File: config.mk
export PLATFORM = sky130hd
export DESIGN_NAME = fifo_stream_reader
export DESIGN_NICKNAME = d
export VERILOG_FILES = /design/src/rtl/fifo_stream_reader.sv
export SDC_FILE = /design/constraint.sdc
export NUM_CORES = 1
export LEC_CHECK = 0
export BUFFER_PORTS_ARGS = -buffer_cell sky130_fd_sc_hd__buf_2
export CAP_MARGIN = 20
export CORE_ASPECT_RATIO = 1.1
export CORE_MARGIN = 2
export CORE_UTILIZATION = 50
export CTS_BUF_LIST = sky130_fd_sc_hd__clkbuf_16
export CTS_CLUSTER_SIZE = 28
export DETAILED_ROUTE_END_ITERATION = 8
export PLACE_DENSITY = 0.76
export SYNTH_ARGS = -nofsm -noshare
export SYNTH_HDL_FRONTEND = slang
export SYNTH_SLANG_ARGS = --single-unit
export TNS_END_PERCENT = 5
File: constraint.sdc
create_clock -name i_clk -period 3.4 [get_ports i_clk]
set_clock_uncertainty 0.05 [all_clocks]
set_input_delay 0.17 -clock i_clk [delete_from_list [all_inputs] [get_ports i_clk]]
set_output_delay 0.17 -clock i_clk [all_outputs]
set_load 0.03 [all_outputs]
File: src/rtl/fifo_stream_reader.sv
// fifo_stream_reader: drains a registered-read sync FIFO onto a valid/ready stream
// through a small circular skid buffer that hides the one-cycle read latency.
module fifo_stream_reader #(
  parameter int DATA_WIDTH = 8,
  parameter int BUF_DEPTH  = 2,
  parameter int CNT_WIDTH  = 16
) (
  input  logic                  i_clk,
  input  logic                  i_rst,
  input  logic                  i_enable,
  input  logic                  i_fifo_empty,
  input  logic [DATA_WIDTH-1:0] i_fifo_data,
  output logic                  o_fifo_rd_en,
  output logic                  o_valid,
  input  logic                  i_ready,
  output logic [DATA_WIDTH-1:0] o_data,
  output logic [CNT_WIDTH-1:0]  o_word_cnt,
  output logic                  o_busy
);
  localparam int PW = $clog2(BUF_DEPTH);
  localparam int OW = $clog2(BUF_DEPTH + 1);
  localparam logic [PW-1:0] LAST  = PW'(BUF_DEPTH - 1);
  localparam logic [OW:0]   DEPTH = (OW + 1)'(BUF_DEPTH);
  logic [DATA_WIDTH-1:0] mem [BUF_DEPTH];
  logic [PW-1:0] head, tail;
  logic [OW-1:0] occ;
  logic [OW:0]   level;
  logic          inflight, pop;
  assign o_valid = occ != '0;
  assign o_busy  = o_valid | inflight;
  assign o_data  = o_valid ? mem[head] : '0;
  // Counting this cycle's pop lets a full buffer refill while draining at one word per cycle.
  always_comb begin
    pop          = o_valid & i_ready;
    level        = {1'b0, occ} + (OW + 1)'(inflight) - (OW + 1)'(pop);
    o_fifo_rd_en = !i_rst & i_enable & !i_fifo_empty & (level < DEPTH);
  end
  always_ff @(posedge i_clk or posedge i_rst)
    if (i_rst) begin
      occ        <= '0;
      inflight   <= 1'b0;
      head       <= '0;
      tail       <= '0;
      o_word_cnt <= '0;
    end else begin
      inflight <= o_fifo_rd_en;
      occ      <= occ + OW'(inflight) - OW'(pop);
      if (inflight) tail <= (tail == LAST) ? '0 : tail + PW'(1);
      if (pop) begin
        head       <= (head == LAST) ? '0 : head + PW'(1);
        o_word_cnt <= o_word_cnt + CNT_WIDTH'(1);
      end
    end
  always_ff @(posedge i_clk)
    if (inflight) mem[tail] <= i_fifo_data;
  a_occ_bound: assert property (@(posedge i_clk) disable iff (i_rst) {1'b0, occ} <= DEPTH);
endmodule
==> results.txt <==
via count - 1009
antenna violations before repair - 0
GP Congestion - 0.779
Worst path depth - 9
VDD IR max - 0.000788 V
largest net degree at the start of global routing - 23
crit end category - output pin
Post-Synthesis Cells - 116
first-pass GRT wire length - 4.76 mm
placed cell count - 188
chip height - 63.1 um
RSZ-0062 raised after global routing - false
critical path type - reg -> out
layout cells sized above 1 - 0.319
H-tree Lvls - 2
Multi-input gate area - 541 um2
Yosys warning count - 0
clock power share - 0.291
Hold Path Class - in -> reg
Area growth syn-to-layout - 25.9%
Critical Path AT - 2.72 ns
GR Overflow Total - 0
Worst R2R Setup Slack - 1.03 ns
max-slew violation count - 0
vias in the first global route - 1037
I/O pin count - 40
Register Area - 1010 um2
Tot GR Track Use - 0.180
data required time of the critical path - 3.18 ns
crit path time final - 2.94 ns
synthesis-stage register bit count - 37
slowest cell delay on critical path - 0.44 ns
library cells used by synthesis - 24
Slew @ Worst Pin - 0.666 ns
die area - 3640 um2
Synth Area in Compound Gates - 0.0174
Clock Tree Root - clkbuf_16
first-pass iteration count of the detailed router - 3
CP Cell Sequence - nor2_1 > nor2b_1 > ha_1 > inv_1 > ha_1 > fa_1 > nor2_1 > and4_1 > buf_2
worst reg2reg path depth - 8
clock buffer depth - 2
pre-CTS setup slack - 0.783 ns
sequential area share after synthesis - 0.634
Fin. Hold Viols - 0
syn avg cell area - 13.7 um2
maximum clock rate - 0.340 GHz
clock slew at reported path FFs - 0.05 ns
Iter 0 DRT Violations - 15
Seq pwr share - 0.377
Comb pwr share - 0.332
via/cell ratio - 5.12
Min-Delay Path Depth - 1
postcts setup bufs - 0
CTS tree - done
slew margin rel. - 0.555
Max FO, Critical Path - 6
starting density of the core - 0.521
Detailed Route WL - 2.72 mm
pwr/cell area - 865 nW/um2
fill count - 231
cell internal pwr - 1.09 mW
hpwl dp - 2.02 mm
number of CTS-inserted buffers - 5
count of final setup violators - 0
Switching Fraction - 0.370
setup_tns - 0 ns
multiplexer area fraction after synthesis - 0.0576
leakage - 0.968 nW
WP buf/inv - 2
Final Cycle Share - 0.866
Routed Antenna Nets - 0
Util after Layout - 0.656
Worst Slack Setup Final - 0.457 ns
Site Rows - 21
core area - 3050 um2
clock latency at the later pin of the worst-skew pair - 0.28 ns
XOR/XNOR share of the synthesized area - 0.0994
WL/cell - 13.8 um
diode count - 0
DRC - 0
CP max stage cell - dfrtp_1
Largest delay share family, worst path - adder cells
post-synthesis simple-gate area fraction - 0.130
synthesized net count - 133
max-cap violation count - 0
Cell Area, Synth - 1590 um2
switching power - 0.639 mW
die extent in x - 57.7 um
post-synthesis adder-cell area fraction - 0.0363
Cell Count, Final, Fillers Out - 197
CTS sink cnt - 37
Port-buffer cells - 39
largest family of logic cells by synthesized area - simple AND/OR/NAND/NOR gates
outcome - finished, final reports clean
Nets - 179
CP Launch Type - flop
-- per-layer routing --
metal | routed length (um) | vias to the layer above | GRT usage
li1 | - | 496 | -
met1 | 1150 | 477 | 0.206
met2 | 1340 | 30 | 0.295
met3 | 173 | 6 | 0.0678
met4 | 53 | 0 | 0.0785
met5 | 0 | - | 0
-- sequential cells by signal (all words and copies together) (netlist names) --
name        flops
occ             2
mem            16
o_word_cnt     16
head            1
inflight        1
tail            1
-- metrics by stage --
step           power (mW)  hold WS (ns)  instance area, um2
2_1_floorplan        1.07         0.102                1590
3_3_place_gp         1.22         0.180                1830
3_5_place_dp         1.24         0.166                1830
4_1_cts              1.75        0.0250                2000
5_1_grt              1.84        0.0207                2000
6_report             1.73        0.0325                2000
-- layout make-up --
type,count,area share
flip-flops and latches,37,0.503
multi-input cells,69,0.271
repair buffers,42,0.110
clock buffers,5,0.0626
well taps,34,0.0213
clock inverters,3,0.0188
inverters,7,0.0131
-- power by group through the flow --
stage                     logic [mW]  registers [mW]  clock network (mW)
after floorplan                0.383           0.690                   0
after global placement         0.563           0.654                   0
after detailed placement       0.575           0.660                   0
after CTS                      0.582           0.654               0.514
after global routing           0.630           0.669               0.543
final                          0.573           0.652               0.503
-- Yosys cell counts --
cell        n  area [um2]
edfxtp_1   16         480
nand4_1     3        18.8
o2111ai_2   1        15.0
and4_1      1        8.76
nor4_4      2        42.5
and2_1      1        6.26
nand3_1     6        30.0
and3_1      3        18.8
nand2_1     4        15.0
xor2_1     10        87.6
mux2i_1     8        80.1
fa_1        1        20.0
nor2b_1     1        6.26
dfrtp_1    21         526
clkbuf_1    1        3.75
or2_2       1        6.26
o211ai_2    1        12.5
xnor2_1     8        70.1
nor3_1      1        5.00
inv_1       7        26.3
ha_1        3        37.5
buf_2       2        10.0
mux2_1      1        11.3
nor2_1     13        48.8
-- cell usage in the layout, fill, tap and decap left out, types with 2 or more instances in the layout --
cell type  count
nand4_1        3
nor4_4         2
xnor2_1        8
dfrtp_1       21
inv_1          8
mux2i_1        8
clkbuf_16      5
nand3_1        6
ha_1           3
buf_2         39
nor2_1        13
edfxtp_1      16
nand2_1        4
and3_1         3
xor2_1        10
buf_4          2
-- cells by family after synthesis --
logic type	after synthesis
buffers and inverters	10
XOR/XNOR	18
AO/OA/AOI/OAI	2
adder cells (fa/ha/maj)	4
multiplexers	9
flip-flops	37
AND/OR/NAND/NOR	36
-- timing repair --
| item | in CTS | in global routing |
|---|---|---|
| endpoints found under the hold margin | 21 | 0 |
| resized for setup | 0 | 0 |
| hold buffers | 1 | 0 |
-- worst paths after layout --
check | start | endpoint
min in group asynchronous | i_rst | o_word_cnt[4]
max reg2reg | occ[1] | inflight
min reg2reg | o_word_cnt[15] | o_word_cnt[15]
max in group asynchronous | i_rst | occ[0]
max | occ[1] | o_fifo_rd_en
min | i_fifo_data[5] | mem[1][5]
No activity file was read; power rests on OpenSTA's default activity.
